[config.mk]
export PLATFORM = sky130hd
export DESIGN_NAME = freq_meter
export DESIGN_NICKNAME = d
export VERILOG_FILES = /design/src/rtl/freq_meter.sv
export SDC_FILE = /design/constraint.sdc
export NUM_CORES = 1
export LEC_CHECK = 0
export BUFFER_PORTS_ARGS = -buffer_cell sky130_fd_sc_hd__buf_4
export CELL_PAD_IN_SITES_DETAIL_PLACEMENT = 0
export CELL_PAD_IN_SITES_GLOBAL_PLACEMENT = 1
export CORE_MARGIN = 2
export CORE_UTILIZATION = 45
export CTS_CLUSTER_DIAMETER = 200
export DETAILED_ROUTE_END_ITERATION = 8
export PLACE_DENSITY = 0.86
export SLEW_MARGIN = 20
export SYNTH_ARGS = -nofsm -noshare
export SYNTH_HDL_FRONTEND = slang
export SYNTH_SLANG_ARGS = --single-unit
export TNS_END_PERCENT = 30
[constraint.sdc]
create_clock -name clk -period 2.5 [get_ports clk]
set_input_delay 0.125 -clock clk [delete_from_list [all_inputs] [get_ports clk]]
set_output_delay 0.125 -clock clk [all_outputs]
set_load 0.01 [all_outputs]
[src/rtl/freq_meter.sv]
// freq_meter: counts rising edges of an asynchronous input over a fixed gate
// of GATE_CYCLES clk cycles. Gates run back-to-back while en is high. Each
// completed gate publishes its count on freq, with a one-cycle freq_valid
// pulse and a sticky overflow flag when the edge counter saturated.
module freq_meter #(
    parameter int unsigned GATE_CYCLES = 50_000_000,
    parameter int unsigned CNT_W       = 32
) (
    input  logic             clk,
    input  logic             rst,
    input  logic             en,
    input  logic             sig_in,
    output logic [CNT_W-1:0] freq,
    output logic             freq_valid,
    output logic             overflow,
    output logic             busy
);

    localparam int unsigned      GW        = $clog2(GATE_CYCLES);
    localparam logic [GW-1:0]    GATE_LAST = GW'(GATE_CYCLES - 1);
    localparam logic [CNT_W-1:0] CNT_MAX   = '1;

    typedef enum logic {
        IDLE,
        MEASURE
    } state_t;

    state_t           state;
    logic [GW-1:0]    gate_cnt;
    logic [CNT_W-1:0] edge_cnt;
    logic             sat_flag;

    logic             sync0;
    logic             sync1;
    logic             hist;
    logic             sig_edge;

    logic [CNT_W-1:0] edge_cnt_next;
    logic             sat_flag_next;

    // Two-flop synchronizer for sig_in, plus one history flop for edge detection
    always_ff @(posedge clk) begin
        if (rst) begin
            sync0 <= 1'b0;
            sync1 <= 1'b0;
            hist  <= 1'b0;
        end else begin
            sync0 <= sig_in;
            sync1 <= sync0;
            hist  <= sync1;
        end
    end

    assign sig_edge = sync1 & ~hist;

    // Saturating edge count and sticky saturation flag including this cycle's edge
    always_comb begin
        edge_cnt_next = edge_cnt;
        sat_flag_next = sat_flag;
        if (sig_edge) begin
            if (edge_cnt == CNT_MAX) begin
                sat_flag_next = 1'b1;
            end else begin
                edge_cnt_next = edge_cnt + CNT_W'(1);
            end
        end
    end

    // Gate FSM: gate/edge counters and registered outputs
    always_ff @(posedge clk) begin
        if (rst) begin
            state      <= IDLE;
            gate_cnt   <= '0;
            edge_cnt   <= '0;
            sat_flag   <= 1'b0;
            freq       <= '0;
            freq_valid <= 1'b0;
            overflow   <= 1'b0;
            busy       <= 1'b0;
        end else begin
            freq_valid <= 1'b0;
            case (state)
                IDLE: begin
                    if (en) begin
                        state    <= MEASURE;
                        busy     <= 1'b1;
                        gate_cnt <= '0;
                        edge_cnt <= '0;
                        sat_flag <= 1'b0;
                    end
                end
                MEASURE: begin
                    if (!en) begin
                        // abandoned gate: results discarded, freq/overflow hold
                        state <= IDLE;
                        busy  <= 1'b0;
                    end else if (gate_cnt == GATE_LAST) begin
                        // gate end publishes and restarts in the same cycle
                        freq       <= edge_cnt_next;
                        overflow   <= sat_flag_next;
                        freq_valid <= 1'b1;
                        gate_cnt   <= '0;
                        edge_cnt   <= '0;
                        sat_flag   <= 1'b0;
                    end else begin
                        gate_cnt <= gate_cnt + GW'(1);
                        edge_cnt <= edge_cnt_next;
                        sat_flag <= sat_flag_next;
                    end
                end
                default: begin
                    state <= IDLE;
                    busy  <= 1'b0;
                end
            endcase
        end
    end

endmodule
[Yosys cells after proc, flatten, opt, wreduce, memory -nomap -nowiden]
Cells that the tools add are included.
Cells by class
  $add $sub $neg: 2
  equality and inequality tests: 5
  muxes and demuxes: 21
  bitwise gates (word level): 4
  reductions and logical operators: 4
Operators by type and width (count)
  $mux W32: 5
  $mux W26: 3
  $pmux W32 S2: 1
  $pmux W26 S2: 1
  $add A32 B1 Y32 const B: 1
  $eq A32 B32 Y1 const B: 1
  $add A26 B1 Y26 const B: 1
  $eq A26 B26 Y1 const B: 1
  $mux W1: 9
  $ne A2 B2 Y1 const B: 3
  $pmux W1 S2: 2
  $reduce_and A2 Y1: 2
  $not A1 Y1: 3
  $reduce_and A3 Y1: 1
  $reduce_or A3 Y1: 1
  $and A1 B1 Y1: 1
Word-level totals
  register bits: 98
  input port bits: 4
  output and inout port bits: 35
  logic and storage cells: 47

[Longest topological paths before layout]
  word-level depth: 6
  mapped depth: 10
  mapped depth without buffers: 8

[Least setup slack after synthesis]
OpenSTA, ideal clock, no wires.
  path type: flip-flop to flip-flop
  start: register gate_cnt[7]
  end: register edge_cnt[12]
  library setup time: 0.116 ns
  arrival: 2.132 ns
  required time: 2.384 ns
  path slack: 0.253 ns
  stages on the path, launching flop included: 9
  buffers on the path: 2
  clock period less this slack: 2.247 ns
  cell sequence: dfxtp_1 > or4b_1 > or4_4 > o21ai_4 > nor3_2 > buf_6 > buf_6 > a22oi_2 > nand2_1
Between the ends
  word-level cells in the longest chain between the ends: 4
Ends and longest elaborated chain
  from (decl): RTL line 29  | logic [GW-1:0] gate_cnt;
  from (signal assigned): RTL line 106  | gate_cnt <= gate_cnt + GW'(1);
  $eq A26 B26 Y1: RTL line 97  | end else if (gate_cnt == GATE_LAST) begin
  $mux W32: RTL line 97
  $mux W32: RTL line 93  | if (!en) begin
  $pmux W32 S2: RTL line 82  | case (state)
  to (signal assigned): RTL line 107  | edge_cnt <= edge_cnt_next;
  to (decl): RTL line 30  | logic [CNT_W-1:0] edge_cnt;
Every way passes these cells. The select of a mux whose other input is x is not followed.
A chain may end at the register's enable or synchronous reset.

[Worst setup path after layout]
  start: register state
  end: register gate_cnt[20]
Between the ends
  word-level cells in the longest chain between the ends: 3
  elaborated cells between the ends (all ways): 5
  those cells by class: eq/ne: 2; mux: 1; bitwise: 1; reduce/logical: 1
Ends and longest elaborated chain
  from (decl): RTL line 28  | state_t state;
  from (signal assigned): RTL line 72  | state <= IDLE;
  from (signal assigned): RTL line 85  | state <= MEASURE;
  from (signal assigned): RTL line 95  | state <= IDLE;
  $not A1 Y1 (no source line)
  $ne A2 B2 Y1 (no source line)
  $reduce_and A2 Y1 (no source line)
Parallel ways exist; a longest one is shown, timed or not.

==> metrics <==
status complete, no violations; die width 107 um; Critical Path Fanout Max 9; post-route clock period utilization 0.948; routed len/inst 15.3 um; vias 4248; Max Slew Vio Count 0; post-route cell area 5650 um^2; synthesized area per cell 8.44 um^2; total CTS buffers 9; worst-skew pair later-pin latency 0.38 ns; worst path required time 2.81 ns; critical path capture point gate_cnt[20]$_SDFFE_PP0P_; Clk pwr share 0.360; antenna fix cells 0; Crit Reg-Reg Startpoint state$_SDFF_PP0_; Worst Setup SP state$_SDFF_PP0_; Post-Route Utilization 0.547; Power Internal 1.99 mW; Layout fillers 978; Mapped Nets 575; # port buffers 38; initial antenna violation count 0; slowest CP cell or3_1; clock sinks 98; CTS tree built; most common cell after layout, fill and taps aside dfxtp_1; R2R Path End gate_cnt[20]$_SDFFE_PP0P_; post-DR vias/cell 5.53; EDFF count, synth 0; Async SR Flop Fraction 0; CP Class reg -> reg; DR DRC count 0; R2R depth 8; peak supply drop 0.238 mV; Post-Place Setup Slack -0.0652 ns; Synthesis Warnings 0; Final ANT Viol Nets 0; DR iter-0 viols 173; Hold Crit Class in -> reg; Area growth syn-to-layout 18.2%; NetSw 682 uW; Cells after Synth 566; vias in the first global route 4061; min Tclk post-route 2.37 ns; total number of H-tree levels 3; Seq/Total Area, Yosys 0.411; Core ar. 10300 um^2; dpl cells 749; Cell Area, Placed 5410 um^2; GRT Total Usage 0.214; Remaining Overflow, GRT 0; Longest Clk Path Bufs 2; cells along the critical path inv_1 -> ha_1 -> or2_2 -> buf_4 -> nor3_1 -> nand4_1 -> or3_1 -> a21oi_1; net total in the final layout 636; share of cells above drive strength 1 0.180; clk_skew 0.0136 ns; DIE AREA 11500 um^2; starting density of the core 0.463; most frequent cells in the layout dfxtp_1 (98), buf_4 (78), nor2_1 (77); max_slew headroom 0.435; HPWL Detailed 8050 um; global-route wire length before repair 19500 um; final WL 11800 um; RSZ-0062 raised after global routing no; Post-synth top flop dfxtp_1; post-route insts no fill 768; Worst setup SP type flop; Gate power share 0.052; Final WS setup 0.131 ns; switching share of power 0.255; Ports 39; Critical Path End Type flop; first-pass detailed-route iteration total 4; max-cap viol count 0; R2R Setup Slk 0.13 ns; WP data arrival 2.67 ns; worst slew pin tran 0.845 ns; Lkg Pwr 1.91 nW; root buffer cell clkbuf_8; sequential share of power 0.587; Worst-path clk slew 0.09 ns; Die H 107 um; Std-Cell Rows 37; Synth Register Bits 98; mapped cell area 4780 um^2; Cell variety after synth 51; count of final hold-check violations 0; largest net degree at the start of global routing 48; Routability Congestion 0.866; Max Clock Freq 422 MHz; P per Cell Area 474 nW/um^2; Crit path largest cell delay 0.40 ns; endpoints failing setup 0
-- power groups by stage --
stage	sequential, mW	combinational [mW]	clock (mW)
finish	1.57	0.139	0.964
global route	1.57	0.151	1.06
CTS	1.57	0.136	0.990
detailed placement	1.61	0.130	0
global placement	1.61	0.127	0
floorplan	1.61	0.0795	0
-- logic make-up (layout without fill, tap and decap cells) --
logic type               Yosys count  after routing  synth area share
XOR/XNOR                          53             53            0.0972
flip-flops                        98             98             0.411
multiplexers                       4              4           0.00864
AO/OA/AOI/OAI                    116            116             0.160
AND/OR/NAND/NOR                  243            244             0.260
buffers and inverters             47            112            0.0505
adder cells (fa/ha/maj)            5              5            0.0131
-- timing repair --
action / in CTS / in global routing
hold buffers: 1 / 0
endpoints found under the hold margin: 1 / 0
gates cloned: 1 / 0
setup endpoints to repair: 15 / 34
pin swaps: 1 / 1
resized for setup: 0 / 5
setup buffers: 0 / 1
-- final cells by class --
type	instances	area, um^2	share of cell area
inverter	13	48.8	0.00864
sequential	98	1960	0.348
multi-input combinational	422	2620	0.464
tap	136	170	0.0301
clock inverter	6	50.0	0.00887
clock buffer	10	128	0.0226
timing repair buffer	83	667	0.118
-- worst min-delay path by stage --
stage / start / slack, ns / cells past startpoint / end
2_1_floorplan: sig_in / 0.25 / 1 / sync0$_SDFF_PP0_
3_3_place_gp: sig_in / 0.33 / 2 / sync0$_SDFF_PP0_
3_5_place_dp: sig_in / 0.34 / 2 / sync0$_SDFF_PP0_
4_1_cts: en / 0.009 / 3 / state$_SDFF_PP0_
5_1_grt: en / 0.03 / 3 / state$_SDFF_PP0_
6_report: en / 0.03 / 3 / state$_SDFF_PP0_
-- synth_stat cells, types with 3 or more instances --
master,n,area share
a41oi_1,4,0.0073
buf_6,5,0.012
dfxtp_1,98,0.41
nand4_1,21,0.028
mux2i_1,3,0.0063
o31ai_1,3,0.0047
nand3_1,27,0.028
nor3_2,3,0.0063
and4_1,7,0.013
a31oi_1,18,0.024
nand2b_1,5,0.0065
or3_1,7,0.0092
nand2_1,41,0.032
a21oi_1,23,0.024
o21ai_0,22,0.023
nor3_1,17,0.018
xor2_1,23,0.042
buf_2,11,0.012
or2b_1,3,0.0047
buf_4,3,0.0047
o21a_1,4,0.0063
nor2_1,77,0.061
ha_1,5,0.013
and3_1,10,0.013
nor2b_1,5,0.0065
clkbuf_1,13,0.010
nor4_1,6,0.0079
inv_1,13,0.010
a211oi_1,33,0.052
xnor2_1,30,0.055
-- critical path: cells and delay by family (launching register included) --
kind,cells,cell delay (ns)
AO/OA/AOI/OAI,1,0.15
buffers and inverters,2,0.29
AND/OR/NAND/NOR,4,1.28
adder cells (fa/ha/maj),1,0.19
flip-flops,1,0.38
-- flip-flops by register name, indices dropped and copies added, names as in the netlist --
register,cells
edge_cnt,32
sat_flag,1
overflow,1
sync1,1
freq,32
gate_cnt,26
state,1
freq_valid,1
busy,1
sync0,1
hist,1
-- metrics by stage --
stage                     hold slack (ns)  setup TNS [ns]  power (mW)
final                              0.0257               0        2.67
after CTS                         0.00863               0        2.70
after global routing               0.0333               0        2.78
after floorplan                     0.253               0        1.69
after global placement              0.334               0        1.73
after detailed placement            0.345          -0.454        1.74
-- metal layers --
layer	routed length, um	part of all wire	track usage	vias to the layer above
met1	5430	0.46	0.283	1987
met4	227	0.019	0.0881	0
met5	0	0	0	-
met3	476	0.040	0.0395	16
li1	-	-	-	2154
met2	5630	0.48	0.343	91
(Power assumes the default switching activity.)
